==> src/rtl/parity_rx4_pkg.sv <==
// Shared types and constants for the 4-bit parity-checked serial receiver.
package parity_rx4_pkg;

  localparam int DATA_W    = 4;
  localparam int FRAME_LEN = 7;
  localparam int BIT_IDX_W = $clog2(DATA_W);

  typedef enum logic [1:0] {
    IDLE,
    DATA,
    PARITY,
    STOP
  } rxState_e;

endpackage

==> src/rtl/parity_rx4_xor.sv <==
// Purely combinational even-parity tree over the received data nibble.
module parity4_xor
  import parity_rx4_pkg::*;
(
  input  logic [DATA_W-1:0] i_bits,
  output logic              o_par
);

  // Reduction XOR of all four data bits.
  always_comb begin
    o_par = ^i_bits;
  end

endmodule

==> src/rtl/parity_rx4.sv <==
// Serial receiver for 7-bit frames: start, four data bits LSB first,
// even parity, stop. Flags parity and framing errors and keeps a
// saturating count of errored frames.
module parity_rx4
  import parity_rx4_pkg::*;
#(
  parameter int CNT_W = 8
) (
  input  logic             clk,
  input  logic             rst,
  input  logic             sample_en,
  input  logic             rx,
  input  logic             clr_cnt,
  output logic [3:0]       data,
  output logic             valid,
  output logic             par_err,
  output logic             frame_err,
  output logic [CNT_W-1:0] err_cnt
);

  localparam logic [BIT_IDX_W-1:0] LAST_IDX = BIT_IDX_W'(DATA_W - 1);
  localparam logic [CNT_W-1:0]     CNT_MAX  = {CNT_W{1'b1}};

  rxState_e              r_state;
  rxState_e              w_stateNext;
  logic [BIT_IDX_W-1:0]  r_bitIdx;
  logic [BIT_IDX_W-1:0]  w_bitIdxNext;
  logic [DATA_W-1:0]     r_shift;
  logic [DATA_W-1:0]     w_shiftNext;
  logic                  r_par;
  logic                  w_parNext;
  logic                  w_frameDone;

  logic                  w_dataPar;
  logic                  w_parErr;
  logic                  w_frameErr;
  logic [CNT_W-1:0]      w_cntNext;

  logic [DATA_W-1:0]     r_data;
  logic                  r_valid;
  logic                  r_parErr;
  logic                  r_frameErr;
  logic [CNT_W-1:0]      r_errCnt;

  parity4_xor u_parity (
    .i_bits (r_shift),
    .o_par  (w_dataPar)
  );

  // The stop bit is the one being sampled while w_frameDone is high,
  // so the framing check looks at the live line value.
  assign w_parErr   = w_dataPar ^ r_par;
  assign w_frameErr = ~rx;

  // Frame-walking state and datapath registers; only move on strobes.
  always_ff @(posedge clk) begin
    if (rst) begin
      r_state  <= IDLE;
      r_bitIdx <= '0;
      r_shift  <= '0;
      r_par    <= 1'b0;
    end else begin
      r_state  <= w_stateNext;
      r_bitIdx <= w_bitIdxNext;
      r_shift  <= w_shiftNext;
      r_par    <= w_parNext;
    end
  end

  // Next-state logic; everything holds unless a sample strobe arrives.
  always_comb begin
    w_stateNext  = r_state;
    w_bitIdxNext = r_bitIdx;
    w_shiftNext  = r_shift;
    w_parNext    = r_par;
    w_frameDone  = 1'b0;
    if (sample_en) begin
      case (r_state)
        IDLE: begin
          if (!rx) begin
            w_stateNext  = DATA;
            w_bitIdxNext = '0;
          end
        end
        DATA: begin
          w_shiftNext[r_bitIdx] = rx;
          if (r_bitIdx == LAST_IDX) begin
            w_stateNext  = PARITY;
            w_bitIdxNext = '0;
          end else begin
            w_bitIdxNext = r_bitIdx + 1'b1;
          end
        end
        PARITY: begin
          w_parNext   = rx;
          w_stateNext = STOP;
        end
        STOP: begin
          w_stateNext = IDLE;
          w_frameDone = 1'b1;
        end
        default: begin
          w_stateNext = IDLE;
        end
      endcase
    end
  end

  // Error counter: clear beats increment, and it sticks at all-ones.
  always_comb begin
    w_cntNext = r_errCnt;
    if (clr_cnt) begin
      w_cntNext = '0;
    end else if (w_frameDone && (w_parErr || w_frameErr) && (r_errCnt != CNT_MAX)) begin
      w_cntNext = r_errCnt + 1'b1;
    end
  end

  // Result registers: one-cycle valid pulse, flags only alongside it.
  always_ff @(posedge clk) begin
    if (rst) begin
      r_data     <= '0;
      r_valid    <= 1'b0;
      r_parErr   <= 1'b0;
      r_frameErr <= 1'b0;
      r_errCnt   <= '0;
    end else begin
      r_valid    <= w_frameDone;
      r_parErr   <= w_frameDone & w_parErr;
      r_frameErr <= w_frameDone & w_frameErr;
      r_errCnt   <= w_cntNext;
      if (w_frameDone) begin
        r_data <= r_shift;
      end
    end
  end

  assign data      = r_data;
  assign valid     = r_valid;
  assign par_err   = r_parErr;
  assign frame_err = r_frameErr;
  assign err_cnt   = r_errCnt;

endmodule
==> config.mk <==
export PLATFORM = sky130hd
export DESIGN_NAME = parity_rx4
export DESIGN_NICKNAME = d
export VERILOG_FILES = /design/src/rtl/parity_rx4_pkg.sv /design/src/rtl/parity_rx4_xor.sv /design/src/rtl/parity_rx4.sv
export SDC_FILE = /design/constraint.sdc
export NUM_CORES = 1
export LEC_CHECK = 0
export BUFFER_PORTS_ARGS = -buffer_cell sky130_fd_sc_hd__buf_2
export CAP_MARGIN = 20
export CORE_MARGIN = 1.5
export CORE_UTILIZATION = 49
export CTS_CLUSTER_DIAMETER = 100
export DETAILED_ROUTE_END_ITERATION = 7
export GPL_ROUTABILITY_DRIVEN = 0
export PLACE_DENSITY = 0.73
export SLEW_MARGIN = 25
export SYNTH_ARGS = -nofsm -noshare
export SYNTH_HDL_FRONTEND = slang
export SYNTH_SLANG_ARGS = --single-unit
==> constraint.sdc <==
create_clock -name clk -period 1.6 [get_ports clk]
set_clock_uncertainty 0.1 [all_clocks]
set_input_delay 0.16 -clock clk [delete_from_list [all_inputs] [get_ports clk]]
set_output_delay 0.16 -clock clk [all_outputs]
set_load 0.005 [all_outputs]
======== After elaboration in Yosys (flattened, before gate mapping) ========
Index checks and enable logic that the tools add are counted.
storage, ports and cells
  bits in registers ....................... 24
  bits of input ports ..................... 5
  logic and storage cells ................. 47
cells by class
  $add $sub $neg .......................... 2
  order comparisons ....................... 2
  eq/ne operators ......................... 7
  mux-type cells .......................... 11
  bitwise operators ....................... 4
  reduce and logical (&&, ||, !) cells .... 12
operator list
  operator               number
  $add A8 B1 Y8 const B  1
  $mux W2                4
  $ne A8 B8 Y1 const B   1
  $pmux W2 S4            1
  $eq A2 B2 Y1 const B   3
  $reduce_and A3 Y1      2
  $bwmux W4              1
  $ne A2 B2 Y1 const B   2
  $pmux W2 S2            1
  $reduce_and A2 Y1      2
  $reduce_xor A4 Y1      1
  $logic_and A1 B1 Y1    3
  $lt A2 B3 Y1 const B   1
  $mux W1                3
  $add A2 B1 Y2 const B  1
  $and A1 B1 Y1          2
  $demux W1 S2           1
  $eq A2 B1 Y1 const B   1
  $ge A2 B1 Y1 const B   1
  $logic_not A2 Y1       1
  $reduce_bool A2 Y1     1
  $reduce_or A2 Y1       1
  $logic_or A1 B1 Y1     1
  $not A1 Y1             1
  $xor A1 B1 Y1          1

======== Depth between registers and ports, before layout ========
  depth after elaboration ................. 5
  depth in mapped cells ................... 7

======== Modules after synthesis ========
A second synthesis with hierarchy kept.
second synthesis, totals
  cells, all modules ...................... 134
  area total of the unflattened synthesis .. 1181.1 sq um
modules (own cells, without submodules)
  module       instances  cells an instance  area an instance (sq um)  sequential area each (sq um)
  parity_rx4   1          131                1154.9                    480.5
  parity4_xor  1          3                  26.3                      0.0

======== Worst setup path before layout ========
No wires, ideal clock.
  kind .................................... register to register
  from .................................... register r_par
  to ...................................... register r_errCnt[7], in the netlist err_cnt[7]
  library setup time ...................... 0.072 ns
  arrival time ............................ 1.499 ns
  required time ........................... 1.428 ns
  path slack .............................. -0.071 ns
  cell stages (with the launch flop) ...... 5
  buffers on the path ..................... 0
  clock period less this slack ............ 1.671 ns
  cell sequence ........................... dfxtp_1 xnor3_2 xnor2_4 a2111oi_4 mux2i_1
on the way
  longest elaborated chain between the ends .. 4
ends and longest elaborated chain
  what                              RTL line           RTL
  start: declaration                parity_rx4.sv:30   logic r_par;
  start signal: assignment          parity_rx4.sv:66   r_par <= w_parNext;
  $xor A1 B1 Y1                     parity_rx4.sv:52   assign w_parErr = w_dataPar ^ r_par;
  $logic_or A1 B1 Y1                parity_rx4.sv:114  end else if (w_frameDone && (w_parErr || w_frameErr) && (r_errCnt != CNT_MAX)) begin
  $logic_and A1 B1 Y1 (2 in a row)  parity_rx4.sv:114
  end signal: assignment            parity_rx4.sv:131  r_errCnt <= w_cntNext;
  end: declaration                  parity_rx4.sv:43   logic [CNT_W-1:0] r_errCnt;
No other way between the ends.
A chain may end at the register's enable or synchronous reset.

======== Final worst setup path ========
  from .................................... register r_shift[1]
  to ...................................... register r_errCnt[4], in the netlist err_cnt[4]
on the way
  longest elaborated chain between the ends .. 5
ends and longest elaborated chain
  what                              RTL line              RTL
  start: declaration                parity_rx4.sv:28      logic [DATA_W-1:0] r_shift;
  start signal: assignment          parity_rx4.sv:65      r_shift <= w_shiftNext;
  $reduce_xor A4 Y1                 parity_rx4_xor.sv:11  o_par = ^i_bits;
  $xor A1 B1 Y1                     parity_rx4.sv:52
  $logic_or A1 B1 Y1                parity_rx4.sv:114
  $logic_and A1 B1 Y1 (2 in a row)  parity_rx4.sv:114
No other way between the ends.

==> results <==
- The flow ran to the end, but the final reports show violations.
- The final reports fail on negative setup slack.
- In the routed layout, each cell is associated on average with a via count of between 5 and 6.
- The total number of clock tree sinks is 24.
- The cell with the largest stage delay on the worst path is xnor3_2.
- The data arrival time of the worst path is around 1.8 ns.
- 0 antenna diodes ended up in the layout.
- The filler cells instantiated in the layout total approximately 220.
- The HPWL after detailed placement is between 1500 and 2000 um.
- Across the run, the number of max-cap violations was 0.
- The worst voltage drop across the vdd grid is between 0.0004 and 0.0005 V.
- The total die area is 0.00288 sq mm.
- The worst hold path cell count is 4.
- The number of hold-slack violations in the final timing report was 0.
- The number of different library cells in the post-synthesis netlist is 28.
- Summing the sequential cell areas from Yosys gives a little under two fifths of the chip area.
- The path category of the worst min-delay check is in2reg.
- The first global-routing pass estimated 4400 um of wire.
- Measured along the y axis, the die boundary spans approximately 54 um.
- Setup violations remaining at the end of the flow were counted as 7.
- After clock tree synthesis, the clock-pin slew on the worst setup and hold paths is 0.13 ns.
- Global routing finished with a remaining overflow of 0.
- Power spread over the standard cell area amounts to roughly 660 mW/mm^2.
- Counting I/O delays and the setup requirement, the final critical path takes around 1.7 ns.
- The first-pass iteration count of the detailed router is 4.
- Headroom to the max-slew limit came out at 78.4%.
- The final cell area excluding filler cells is 0.00157 sq mm.
- At the worst endpoint, the required time is ~1.7 ns.
- The overall routing resource usage is around 21%.
- After detailed routing, the number of remaining DRC violations is 0.
- The largest single stage delay on the critical path is about 0.47 ns.
- The final wirelength is between 2000 and 3000 um.
- STA classifies the critical path startpoint as a flop.
- The slew of the pin with the lowest slew margin is 0.324 ns.
- In this run the worst path has a maximum fanout of 4.
- The average footprint of a synthesized cell is about 9 sq um.
- The max-slew violation count is 0.
- After the first detailed-routing iteration, the DRC count stood at 25.
- Based on the critical path, the design can be clocked at up to approximately 590 MHz.
- Setup repair after global routing could not meet its margin everywhere.
- The total number of yosys warnings is 0.
- In the post-route analysis, the smallest setup slack over all paths is -0.0988 ns.
- The row count is 18.
- The die is 53.7 um wide.
- The post-synthesis to final-layout area growth is 24.8%.
- After technology mapping, the gate count stands at 140.
- The worst register-to-register path has a depth of 5.
- Once the floorplan was initialized, standard cells occupied roughly 50% of the core.
- The cell area after synthesis is around 0.0013 sq mm.
- The initial antenna violation count is 0.
- The maximum level of the CTS H-tree is 1.
- STA classifies the critical path endpoint as a flop.
- The clock passes through at most 2 buffers.
- Traced cell by cell, the critical path runs through xnor3_2 > buf_4 > xnor2_4 > a21oi_1 > o211a_1.
- Entering global routing, the biggest net connects 22 pins.
- The net count after synthesis is about 160.
- Clock latency on the worst-skew pair, taken at its later pin, is approximately 0.3 ns.
- The cell area after placement is ~0.0015 sq mm.
- For the final routed database, the setup TNS stands at -0.512 ns.
- The quantity of I/O buffers inserted on ports is 19.
- Clock tree synthesis inserted a total of 3 buffers.
- The detail route stage leaves a number of antenna-violating nets equal to 0.
- The total I/O pin count is 20.
- The setup slack after placement is -0.0903 ns.
- TritonCTS built the clock tree.
- The final layout contains 188 nets.
- The standard cell core area is between 0.002 and 0.0025 sq mm.
- The worst setup path is of the reg2reg kind.
- The post-route non-filler standard cell count is roughly 200.
- The total leakage power is around 0.66 nW.
- The worst hold slack is between 0.05 and 0.06 ns.
- The number of cells in the design after placement is just under 200.
- The number of storage elements in the synthesis netlist is 24.
- Across all layers, the routed design uses approximately 1100 vias.
- The average detailed-routed wire length per instance is roughly 14 um.
- The part of the cycle the worst path needs is 106%.
- The cell at the root of the clock tree is clkbuf_4.
- The fraction of layout instances using a drive strength above 1 is between 20% and 30%.
- The via count of the first global-routing pass was slightly below 1000.
-- worst max-delay path, delay by kind of cell (launching register included) --
kind | cells | cell delay, ns
compound gates | 2 | 0.30
xor+xnor | 2 | 0.67
flops | 1 | 0.36
buf+inv | 1 | 0.18
-- flip-flops by register name, summed over array words and instances, names as in the netlist --
name and count:
r_par 1, data 4, par_err 1, valid 1, frame_err 1, err_cnt 8, r_bitIdx 2, r_shift 4
r_state 2
-- repair_timing --
action | CTS | global route
hold buffers | 0 | 1
gates resized for setup | 4 | 10
pin swaps | 3 | 2
cloned | 1 | 0
setup endpoints to repair | 10 | 14
buffers inserted | 1 | 1
hold endpoints to repair | 0 | 1
-- metal layers --
layer	wire length, um	vias up	global-route usage (%)	share of wire (%)
li1	-	555	-	-
met1	1360	521	28.0	48
met2	1380	26	33.5	48
met3	101	2	2.78	3.6
met4	10	0	5.98	0.35
met5	0	-	0	0
-- where the power goes --
group	switching (mW)	leakage, nW	internal, mW	total (mW)
Clock	0.173	0.0138	0.0877	0.261
Combinational	0.0856	0.447	0.0720	0.158
Sequential	0.00787	0.195	0.607	0.614
Total	0.267	0.657	0.766	1.03
-- logic make-up (layout without fill, tap and decap cells) --
| group | Yosys count | after routing | synth area share (%) |
|---|---|---|---|
| XOR/XNOR | 3 | 4 | 5.37 |
| AO/OA/AOI/OAI | 24 | 24 | 13.5 |
| buffers and inverters | 13 | 43 | 4.08 |
| flip-flops | 24 | 24 | 38.2 |
| adder cells (fa/ha/maj) | 10 | 10 | 9.94 |
| AND/OR/NAND/NOR | 54 | 54 | 19.4 |
| multiplexers | 12 | 12 | 9.54 |
-- placed cells by master, fill, tap and decap left out, types with 2 or more instances in the layout --
cell type,Yosys,final
a21oi_1,10,9
a2111oi_4,1,2
nor2_1,9,9
o21ai_0,4,3
dfxtp_1,24,20
inv_1,7,7
a211oi_1,3,3
clkbuf_4,0,3
nand3_1,8,8
dfxtp_2,0,4
ha_1,10,9
and3_1,2,2
buf_4,0,12
buf_2,2,19
or3_1,5,5
nand4_1,3,3
nand2_1,23,23
nor3_1,3,3
xnor2_4,1,3
mux2i_1,12,12
-- Yosys cell counts --
cell	instances	area, sq um
a211oi_1	3	22.5
a21oi_1	10	50.1
xnor3_2	1	23.8
nand4_1	3	18.8
o21ai_0	4	20.0
clkbuf_1	3	11.3
nand3_1	8	40.0
o211ai_1	1	7.51
and3_1	2	12.5
ha_1	10	125
nor2_1	9	33.8
or3_1	5	31.3
buf_2	2	10.0
xnor2_4	1	27.5
nor3_1	3	15.0
mux2i_1	12	120
buf_1	1	3.75
a21boi_0	1	7.51
a2111oi_0	1	8.76
a2111oi_4	1	27.5
xnor2_2	1	16.3
dfxtp_1	24	480
inv_1	7	26.3
o211a_1	1	10.0
a32oi_1	1	8.76
and2_1	1	6.26
nand2_1	23	86.3
a21o_1	1	7.51
-- layout make-up --
cell class,count,area [sq um],share of cell area (%)
clock buffers,3,22.5,1.43
inverters,7,26.3,1.67
multi-input cells,104,792,50.4
flip-flops and latches,24,485,30.9
well taps,30,37.5,2.39
repair buffers,33,206,13.1
-- stage by stage --
stage / power (mW) / util, %
detailed placement: 0.756 / 59.1
floorplan: 0.702 / -
finish: 1.03 / 64.0
global placement: 0.748 / 59.1
global route: 1.09 / 64.0
CTS: 1.02 / 61.3
-- path summary, 6_finish.rpt --
path	startpoint	end	slack, ns
max	r_shift[1]	err_cnt[4]	-0.1
min	rst	err_cnt[1]	0.06
max reg2reg	r_shift[1]	err_cnt[4]	-0.1
min reg2reg	data[2]	data[2]	0.36
Power figures use the tool's default switching activity.
